===== src/rtl/spram_arbiter.sv =====
// Round-robin two-port arbiter in front of a single-port registered-read memory,
// with a zero-fill clear sequencer and in-order read response routing.
module spram_arbiter #(
  parameter int unsigned D_WIDTH   = 32,
  parameter int unsigned A_WIDTH   = 4,
  parameter int unsigned MEM_DEPTH = 16
) (
  input  logic               clk,
  input  logic               rst,
  input  logic               a_req_valid,
  output logic               a_req_ready,
  input  logic               a_req_wr,
  input  logic [A_WIDTH-1:0] a_req_addr,
  input  logic [D_WIDTH-1:0] a_req_wdata,
  output logic               a_rsp_valid,
  output logic [D_WIDTH-1:0] a_rsp_rdata,
  input  logic               b_req_valid,
  output logic               b_req_ready,
  input  logic               b_req_wr,
  input  logic [A_WIDTH-1:0] b_req_addr,
  input  logic [D_WIDTH-1:0] b_req_wdata,
  output logic               b_rsp_valid,
  output logic [D_WIDTH-1:0] b_rsp_rdata,
  input  logic               clear_start,
  output logic               clear_busy,
  output logic               clear_done,
  output logic               rsp_err,
  output logic               mem_wr_en,
  output logic [A_WIDTH-1:0] mem_address,
  output logic [D_WIDTH-1:0] mem_data_in,
  input  logic [D_WIDTH-1:0] mem_data_out,
  input  logic               mem_valid_out
);

  localparam logic [0:0] ST_ARB   = 1'b0;
  localparam logic [0:0] ST_CLEAR = 1'b1;
  localparam logic [A_WIDTH-1:0] LAST_ADDR = A_WIDTH'(MEM_DEPTH - 1);

  typedef struct packed {
    logic valid;
    logic is_read;
    logic port_b;
  } tag_t;

  logic [0:0]         state, state_d;
  logic [A_WIDTH-1:0] count, count_d;
  logic               prio_b, prio_b_d;
  tag_t               s1, s1_d, s2, s2_d;
  logic               mem_wr_en_d;
  logic [A_WIDTH-1:0] mem_address_d;
  logic [D_WIDTH-1:0] mem_data_in_d;
  logic               clear_busy_d, clear_done_d;
  logic               a_rsp_valid_d, b_rsp_valid_d;
  logic [D_WIDTH-1:0] a_rsp_rdata_d, b_rsp_rdata_d;
  logic               rsp_err_d;
  logic               grant_a_c, grant_b_c, arb_open_c;

  // B wins only when A is idle or B holds the round-robin priority.
  assign grant_b_c  = b_req_valid && (!a_req_valid || prio_b);
  assign grant_a_c  = a_req_valid && !grant_b_c;
  assign arb_open_c = !rst && (state == ST_ARB) && !clear_start;
  assign a_req_ready = arb_open_c && grant_a_c;
  assign b_req_ready = arb_open_c && grant_b_c;

  // Next-state and next-output computation.
  always_comb begin
    state_d       = state;
    count_d       = count;
    prio_b_d      = prio_b;
    s1_d          = '0;
    s2_d          = s1;
    mem_wr_en_d   = 1'b0;
    mem_address_d = mem_address;
    mem_data_in_d = mem_data_in;
    clear_busy_d  = 1'b0;
    clear_done_d  = 1'b0;
    a_rsp_valid_d = 1'b0;
    b_rsp_valid_d = 1'b0;
    a_rsp_rdata_d = a_rsp_rdata;
    b_rsp_rdata_d = b_rsp_rdata;
    rsp_err_d     = rsp_err;

    if (state == ST_CLEAR) begin
      mem_wr_en_d   = 1'b1;
      mem_address_d = count;
      mem_data_in_d = '0;
      if (count == LAST_ADDR) begin
        state_d      = ST_ARB;
        count_d      = '0;
        clear_done_d = 1'b1;
      end else begin
        count_d      = count + A_WIDTH'(1);
        clear_busy_d = 1'b1;
      end
    end else begin
      if (clear_start) begin
        state_d      = ST_CLEAR;
        count_d      = '0;
        clear_busy_d = 1'b1;
      end else if (a_req_ready && a_req_valid) begin
        mem_wr_en_d   = a_req_wr;
        mem_address_d = a_req_addr;
        mem_data_in_d = a_req_wr ? a_req_wdata : '0;
        s1_d          = '{valid: 1'b1, is_read: !a_req_wr, port_b: 1'b0};
        prio_b_d      = 1'b1;
      end else if (b_req_ready && b_req_valid) begin
        mem_wr_en_d   = b_req_wr;
        mem_address_d = b_req_addr;
        mem_data_in_d = b_req_wr ? b_req_wdata : '0;
        s1_d          = '{valid: 1'b1, is_read: !b_req_wr, port_b: 1'b1};
        prio_b_d      = 1'b0;
      end
    end

    // Read data returns two edges after acceptance; route it by tag.
    if (s2.valid && s2.is_read) begin
      if (!mem_valid_out) rsp_err_d = 1'b1;
      if (s2.port_b) begin
        b_rsp_valid_d = 1'b1;
        b_rsp_rdata_d = mem_data_out;
      end else begin
        a_rsp_valid_d = 1'b1;
        a_rsp_rdata_d = mem_data_out;
      end
    end
  end

  always_ff @(posedge clk or posedge rst) begin
    if (rst) begin
      state       <= ST_ARB;
      count       <= '0;
      prio_b      <= 1'b0;
      s1          <= '0;
      s2          <= '0;
      mem_wr_en   <= 1'b0;
      mem_address <= '0;
      mem_data_in <= '0;
      clear_busy  <= 1'b0;
      clear_done  <= 1'b0;
      a_rsp_valid <= 1'b0;
      b_rsp_valid <= 1'b0;
      a_rsp_rdata <= '0;
      b_rsp_rdata <= '0;
      rsp_err     <= 1'b0;
    end else begin
      state       <= state_d;
      count       <= count_d;
      prio_b      <= prio_b_d;
      s1          <= s1_d;
      s2          <= s2_d;
      mem_wr_en   <= mem_wr_en_d;
      mem_address <= mem_address_d;
      mem_data_in <= mem_data_in_d;
      clear_busy  <= clear_busy_d;
      clear_done  <= clear_done_d;
      a_rsp_valid <= a_rsp_valid_d;
      b_rsp_valid <= b_rsp_valid_d;
      a_rsp_rdata <= a_rsp_rdata_d;
      b_rsp_rdata <= b_rsp_rdata_d;
      rsp_err     <= rsp_err_d;
    end
  end

endmodule


===== config.mk =====
export PLATFORM = sky130hd
export DESIGN_NAME = spram_arbiter
export DESIGN_NICKNAME = d
export VERILOG_FILES = /design/src/rtl/spram_arbiter.sv
export SDC_FILE = /design/constraint.sdc
export NUM_CORES = 1
export LEC_CHECK = 0
export CORE_MARGIN = 2
export CORE_UTILIZATION = 45
export DETAILED_ROUTE_END_ITERATION = 6
export MAX_ROUTING_LAYER = met4
export PLACE_DENSITY_LB_ADDON = 0.1
export SETUP_SLACK_MARGIN = 0.05
export SYNTH_ARGS = -nofsm -noshare
export SYNTH_HDL_FRONTEND = slang
export SYNTH_SLANG_ARGS = --single-unit

===== constraint.sdc =====
create_clock -name clk -period 7.4 [get_ports clk]
set_clock_uncertainty 0.15 [all_clocks]
set_input_delay 0.74 -clock clk [delete_from_list [all_inputs] [get_ports clk]]
set_output_delay 0.74 -clock clk [all_outputs]
set_load 0.01 [all_outputs]

Yosys cells after proc, flatten, opt, wreduce, memory -nomap -nowiden. Index checks and enable logic that the tools add are counted.

Word-level logic and storage cells: 81. Register bits after elaboration: 117. Bits of input ports: 112. Output and inout bits: 108.

Bitwise operators: 4. Reductions and logical operators: 24. Equal/unequal tests: 2. Mux-type cells: 32. $add $sub $neg: 1.

Operators by type and width (number): $mux W32 (6); $mux W4 (7); $mux W1 (15); $mux W3 (4); $logic_and A1 B1 Y1 (9); $reduce_and A2 Y1 (4); $logic_not A1 Y1 (6); $add A4 B1 Y4 const B (1); $eq A4 B4 Y1 const B (1); $not A1 Y1 (4); $reduce_bool A2 Y1 (2); $reduce_and A3 Y1 (1); $reduce_bool A3 Y1 (1); $ne A2 B1 Y1 const B (1); $logic_or A1 B1 Y1 (1).

Logic depth before layout (Yosys ltp). Gate-level depths: netlist of the first run.

Depth in word-level cells: 10. Gate-level depth with buffers: 6. Gate-level depth less buffers: 4.

Worst setup path after synthesis of the first run. Ideal clock, no wire load.

Path kind: input port to output port. Start: input port clear_start. End: output port a_req_ready. Cell stages on the path: 4. Slack: 4.743 ns. Arrival: 1.767 ns. Data required time: 6.510 ns. Cells stage by stage: buf_2 or4b_4 buf_6 nor2_2.

Cells in the longest elaborated chain, start to end: 3.

RTL lines: from (decl) (line 24) `input logic clear_start,`; $logic_not A1 Y1 (line 61) `assign arb_open_c = !rst && (state == ST_ARB) && !clear_start;`; $logic_and A1 B1 Y1 (line 61); $logic_and A1 B1 Y1 (line 62) `assign a_req_ready = arb_open_c && grant_a_c;`; to (decl) (line 11) `output logic a_req_ready,`.

No other way between the ends.

Worst setup path in the final report of the first run. Same ends and word-level chain as after synthesis.

==> results of run 1 <==
## stage by stage
step	total power [mW]	worst slack (ns)	utilization, %	cells	hold WS [ns]
after floorplan	0.894	3.41	-	366	0.181
after global placement	1.06	3.60	66.9	703	0.182
after detailed placement	1.07	3.56	66.9	703	0.188
after CTS	2.00	3.56	73.1	735	0.201
after global routing	2.07	3.48	73.1	735	0.200
final	1.98	3.54	73.1	735	0.199
## worst paths after layout
kind                             start               to  slack (ns)  cells after the start
max in group asynchronous          rst  mem_data_in[28]        5.07                      3
setup / recovery           clear_start      a_req_ready        3.54                      4
hold reg to reg                  s1[1]            s2[1]        0.20                      0
setup reg to reg                 state   mem_address[3]        5.19                      3
hold / removal                   s1[1]            s2[1]        0.20                      0
min in group asynchronous          rst   mem_address[2]        0.63                      2
## power by group through the flow
stage	Clock (mW)	Sequential [mW]	Combinational [mW]
global route	0.980	0.745	0.342
detailed placement	0	0.748	0.318
finish	0.927	0.738	0.314
global placement	0	0.746	0.309
CTS	0.940	0.738	0.319
floorplan	0	0.748	0.146
## cells by family after synthesis
family                   after synthesis
AND/OR/NAND/NOR                       94
AO/OA/AOI/OAI                         53
buffers and inverters                 37
adder cells (fa/ha/maj)                1
multiplexers                          64
flip-flops                           117
## metal layers
metal	up-vias	wire (um)	track usage, %	share of wire [%]
li1	1789	-	-	-
met1	1912	5140	26.5	38
met2	165	6860	38.7	51
met3	22	1070	8.01	8.0
met4	0	278	9.07	2.1
met5	-	0	-	0
## sequential cells by signal, indices dropped and copies added (netlist names)
signal and flops:
state 1, b_rsp_rdata 32, mem_wr_en 1, s2 3, prio_b 1, mem_address 4
s1 3, mem_data_in 32, b_rsp_valid 1, clear_done 1, a_rsp_valid 1, a_rsp_rdata 32
count 4, rsp_err 1
## layout make-up
type                            count  area [um^2]  area share (%)
Inverter                           11         43.8           0.555
Timing Repair Buffer              223         2220            28.2
Sequential cell                   117         2930            37.1
Clock buffer                       18          428            5.42
Multi-Input combinational cell    212         1850            23.4
Clock inverter                     14          246            3.12
Tap cell                          140          175            2.22
## cell usage after synthesis (2+ instances only)
cell       instances  area, um^2
o21ai_0            4        20.0
nand4_1            2        12.5
nor2_1             6        22.5
clkbuf_1           8        30.0
a221o_1           32         320
mux2_2            64         721
dfrtp_1          117        2930
buf_2             11        55.1
a21oi_1            3        15.0
nand2_1           34         128
o2111ai_1          2        17.5
nand3_1            5        25.0
nor3_2            27         270
buf_6              4        45.0
nor2b_1            2        12.5
a21o_1             2        15.0
inv_1             10        37.5
nand4b_1           2        17.5
and4_1             7        61.3
buf_4              3        22.5
nand2b_1           2        12.5
==> results by group, run 1 <==
Die
  • Boundary Pins: 220
  • Starting density of the core: 46.0%
  • Cell Rows: 38
  • Die ar.: 0.0119 mm^2
  • Placeable core area: 0.0108 mm^2
  • Die Height: 109 um
  • Die span in x: between 100 and 150 um

Timing
  • Tmin final: 3.86 ns
  • Fmax: 0.259 GHz
  • Slew of the pin with the lowest slew margin: 1.15 ns
  • Slew Limit Fails: 0
  • Setup TNS: 0 ns
  • Fin. Hold Viols: 0
  • RSZ-0062 raised after global routing: false
  • Crit share post-route: 52.2%
  • Max_slew headroom: a little under a quarter
  • Final setup vio count: 0

Pwr
  • Pwr Density: 251 mW/mm^2
  • Net switching power: 0.494 mW
  • P_int: between 1 and 1.5 mW
  • Switching Share: 25.0%
  • Leak Pwr: 3.35 nW
  • Flop pwr share: 37.3%
  • Clock share of power: 46.8%
  • VDD IR max: 0.163 mV
  • Comb power frac: 15.9%

Synth
  • Number of synthesized flops with an enable pin: 0
  • Post-synthesis cell count: 366
  • Async SR Flop Fraction: 100%
  • Syn_nets: 479
  • Simple-Gate Fraction of Synth Area: between 10% and 20%
  • Seq cells post-synth: 117
  • Synth Area in Adders: 0.252%
  • Post-synthesis mux area share: 14.5%
  • Post-synthesis compound-gate area fraction: 9.65%
  • Distinct cell type count after synthesis: 40
  • Synth Warn #: 0
  • Mapped Area: 0.00496 mm^2
  • Average size of a mapped cell: 13.6 um^2
  • Largest family of logic cells by synthesized area: multiplexers
  • Synth Area in XOR/XNOR: 0%
  • Sequential share of the synthesized area: 59.0%
  • Main flop type after synthesis: dfrtp_1

Drt
  • # DRC: 0
  • Total Wirelength: 13.4 mm
  • Vias post-DR: between 3000 and 4000
  • DR WL/cell: 18.2 um
  • Drt via density: 5.29
  • Initial DRC count: 172
  • Routed Antenna Nets: 0
  • TritonRoute pass-1 iters: 4

Setup path
  • Crit path largest cell delay: ~0.84 ns
  • Path type of the worst setup path: input port to output pin
  • Startpoint types: input port
  • CP required: 6.51 ns
  • CP endpoint kind: output pin
  • CP Buf/Inv Count: 2
  • CP top delay family: buffers and inverters
  • Worst path slowest cell: or4b_4
  • CP dominant cell by count: clkdlybuf4s50_1
  • Crit-path cells: clkdlybuf4s50_1, or4b_4, nor2_2, clkdlybuf4s50_1
  • Crit path DAT: 2.97 ns
  • Largest fanout on the critical path: 30

Outcome
  • Status: finished clean

Clock tree
  • Post-CTS sizing: 0
  • Clk_lat worst skew: approximately 0.51 ns
  • Worst-case clock buffer depth: 2
  • Hold bufs inserted after CTS: 0
  • CTS tree: yes
  • H-tree levels: 4
  • Setup Buffers After CTS: 0
  • # clock sinks: 117
  • CTS root buf: clkbuf_8
  • Worst-path clk slew: roughly 0.06 ns
  • Total CTS buffers: 17

Cells and area
  • Antenna diode count: 0
  • # fillers: 776
  • Share of post-route cells with drive strength above 1: 23.0%
  • Design area: 0.00789 mm^2
  • Commonest non-fill, non-tap cell in the layout: clkdlybuf4s50_1
  • Area grow syn2layout: 58.9%
  • Commonest cells after routing, fill and taps aside: clkdlybuf4s50_1 (219), dfrtp_1 (117), mux2_2 (64)
  • Final #Nets: 695

GRT
  • Pin count of the biggest net entering global routing: 86
  • Initial antenna violation count: 0
  • GRT Overall Usage: a little under a quarter
  • Vias in the first global route: 4092
  • First-pass GRT wire length: 20.2 mm
  • Global route overflow: 0

Place
  • Half-perimeter wire length after placement: 9.55 mm
  • Port Buffer Count: between 200 and 250
  • Global placer's final weighted congestion: 0.944
  • Placed cell area: 0.00722 mm^2

Flow run
  • Number of maximum-capacitance violations: 0

Hold path
  • HP Class: register to register
Note: power is estimated with default switching activity, not from simulation.
==> run 2, diff against run 1 <==
--- a/config.mk
+++ b/config.mk
@@ -6,7 +6,7 @@
 export NUM_CORES = 1
 export LEC_CHECK = 0
 export CORE_MARGIN = 2
-export CORE_UTILIZATION = 45
+export CORE_UTILIZATION = 42
 export DETAILED_ROUTE_END_ITERATION = 6
 export MAX_ROUTING_LAYER = met4
 export PLACE_DENSITY_LB_ADDON = 0.1
==> constraint.sdc (replaced) <==
create_clock -name clk -period 3.9 [get_ports clk]
set_clock_uncertainty 0.15 [all_clocks]
set_input_delay 0.39 -clock clk [delete_from_list [all_inputs] [get_ports clk]]
set_output_delay 0.39 -clock clk [all_outputs]
set_load 0.01 [all_outputs]
==> results by group, run 2 (same netlist as run 1, synthesis figures left out) <==
Pwr
  • Net switching power: 0.883 mW (+79%)
  • P_int: 2.73 mW (+84%)
  • Pwr Density: 459 mW/mm^2 (+83%)
  • Clock share of power: 44.6% (-2.2 points)
  • VDD IR max: 0.291 mV (+79%)
  • Comb power frac: 16.7% (+0.8 points)
  • Flop pwr share: 38.7% (+1.4 points)
  • Switching Share: 24.5% (-0.52 points)
  • Leak Pwr: 3.35 nW (+0.11%)

Drt
  • DR WL/cell: 17.6 um (-3.2%)
  • Total Wirelength: 13.0 mm (-2.4%)
  • # DRC: 0 (unchanged)
  • Vias post-DR: 3829 (-1.5%)
  • Initial DRC count: 207 (+20%)
  • Drt via density: 5.17 (-2.3%)
  • TritonRoute pass-1 iters: 4 (unchanged)
  • Routed Antenna Nets: 0 (unchanged)

Place
  • Placed cell area: 0.00726 mm^2 (+0.54%)
  • Port Buffer Count: 219 (unchanged)
  • Half-perimeter wire length after placement: 9.24 mm (-3.3%)
  • Global placer's final weighted congestion: 0.837 (-11%)

Setup path
  • Reg2Reg Depth: 4 (+1)
  • CP required: 3.36 ns (-3.15 ns)
  • Startpoint types: register
  • Reg2reg start: state
  • CP endpoint kind: output pin
  • Path type of the worst setup path: register to output pin
  • RR Endpoint: mem_address[3]
  • Reg2reg setup slack: 1.71 ns (-3.48 ns)
  • Largest fanout on the critical path: 20 (-33%)
  • CP startpoint: state
  • Crit path DAT: 2.38 ns (-0.59 ns)

Clock tree
  • CTS root buf: clkbuf_16
  • Worst-path clk slew: 0.05 ns (about the same)
  • Setup Buffers After CTS: 0 (unchanged)
  • # clock sinks: 117 (unchanged)
  • CTS tree: yes
  • Total CTS buffers: 17 (unchanged)
  • Post-CTS sizing: 0 (unchanged)
  • Hold bufs inserted after CTS: 0 (unchanged)
  • Clk_lat worst skew: 0.40 ns (-0.11 ns)
  • Worst-case clock buffer depth: 2 (unchanged)
  • H-tree levels: 4 (unchanged)

Die
  • Placeable core area: 0.0115 mm^2 (+6.2%)
  • Cell Rows: 39 (+2.6%)
  • Starting density of the core: 43.3% (-2.7 points)
  • Boundary Pins: 220 (unchanged)
  • Die ar.: 0.0127 mm^2 (+6.9%)
  • Die span in x: 113 um (+3.4%)
  • Die Height: 113 um (+3.4%)

Hold path
  • Hold path startpoint: s1[2]
  • Worst Hold Depth: 0 (unchanged)
  • HP Class: register to register
  • Hold endpoint: s2[2]

GRT
  • Vias in the first global route: 4128 (+0.88%)
  • Initial antenna violation count: 0 (unchanged)
  • First-pass GRT wire length: 21.3 mm (+5.3%)
  • Global route overflow: 0 (unchanged)
  • Pin count of the biggest net entering global routing: 64 (-26%)
  • GRT Overall Usage: 22.1% (-1.5 points)

Timing
  • RSZ-0062 raised after global routing: false
  • Min Hold Slack: 0.195 ns (-0.00376 ns)
  • Fmax: 0.342 GHz
  • Final setup vio count: 0 (unchanged)
  • Fin. Hold Viols: 0 (unchanged)
  • Tmin final: 2.92 ns
  • Max_slew headroom: 53.6% (+30 points)
  • Slew of the pin with the lowest slew margin: 0.696 ns (-0.452 ns)
  • Setup TNS: 0 ns (unchanged)
  • Crit share post-route: around 75%
  • Slew Limit Fails: 0 (unchanged)

Cells and area
  • Final #Nets: 698 (+0.43%)
  • Share of post-route cells with drive strength above 1: 22.9% (-0.12 points)
  • Area grow syn2layout: 58.6%
  • Commonest non-fill, non-tap cell in the layout: clkdlybuf4s50_1
  • Design area: 0.00787 mm^2 (-0.24%)
  • Area of the multi-input gates: 0.00185 mm^2 (unchanged)
  • Post-layout util: 68.7% (-4.5 points)
  • Antenna diode count: 0 (unchanged)
  • Biggest regs: a_rsp_rdata x32, b_rsp_rdata x32, mem_data_in x32
  • Storage element area: 0.00293 mm^2 (unchanged)
  • Commonest cells after routing, fill and taps aside: clkdlybuf4s50_1 (219), dfrtp_1 (117), mux2_2 (64)
  • # fillers: 869 (+12%)

Flow run
  • Number of maximum-capacitance violations: 0 (unchanged)

Outcome
  • Status: finished clean
==> run 2: changes by cell type in the layout (fill, tap and decap cells not counted) <==
cell	previous run	this run
buf_12	0	1
clkbuf_1	0	3
clkinv_2	0	5
buf_4	4	6
clkbuf_16	16	17
inv_6	3	0
bufinv_16	6	4
clkinvlp_4	3	1
clkinv_4	2	0
==> run 2: worst max-delay path, stage by stage (launching register included) <==
cell             delay (ns)
dfrtp_1                0.61
or4b_4                 0.64
nor2_2                 0.14
clkdlybuf4s50_1        0.58
==> run 2: metal layers <==
layer / routed length [um] / track usage [%] / up-vias
li1: - / - / 1785
met1: 5350 / 26.4 / 1880
met2: 6570 / 36.3 / 150
met3: 929 / 7.39 / 14
met4: 176 / 5.37 / 0
met5: 0 / - / -
==> run 2: power by group through the flow <==
stage	clock network [mW]	registers [mW]	logic (mW)
6_report	1.61	1.40	0.603
5_1_grt	1.71	1.41	0.662
4_1_cts	1.64	1.40	0.613
3_5_place_dp	0	1.42	0.610
3_3_place_gp	0	1.41	0.601
2_1_floorplan	0	1.42	0.276
==> run 2: area by class of cell <==
type                    instances  share of cell area (%)
well taps                     143                    2.27
repair buffers                226                    28.7
clock buffers                  22                    5.90
flip-flops and latches        117                    37.2
multi-input cells             212                    23.5
clock inverters                10                    1.94
inverters                      11                   0.556
==> run 2: worst max path at each step <==
| stage | depth (start not counted) | endpoint | slack [ns] |
|---|---|---|---|
| global placement | 4 | a_req_ready | 1.09 |
| finish | 3 | a_req_ready | 0.98 |
| floorplan | 1 | a_rsp_rdata[0] | 0.26 |
| global route | 4 | b_req_ready | 0.82 |
| CTS | 3 | a_req_ready | 0.95 |
| detailed placement | 4 | a_req_ready | 1.07 |
==> run 2: stage by stage <==
| stage | std cells | power, mW | setup slack, ns |
|---|---|---|---|
| after detailed placement | 709 | 2.03 | 1.07 |
| after global routing | 741 | 3.79 | 0.823 |
| after global placement | 709 | 2.01 | 1.09 |
| final | 741 | 3.61 | 0.976 |
| after floorplan | 366 | 1.70 | 0.259 |
| after CTS | 741 | 3.65 | 0.950 |
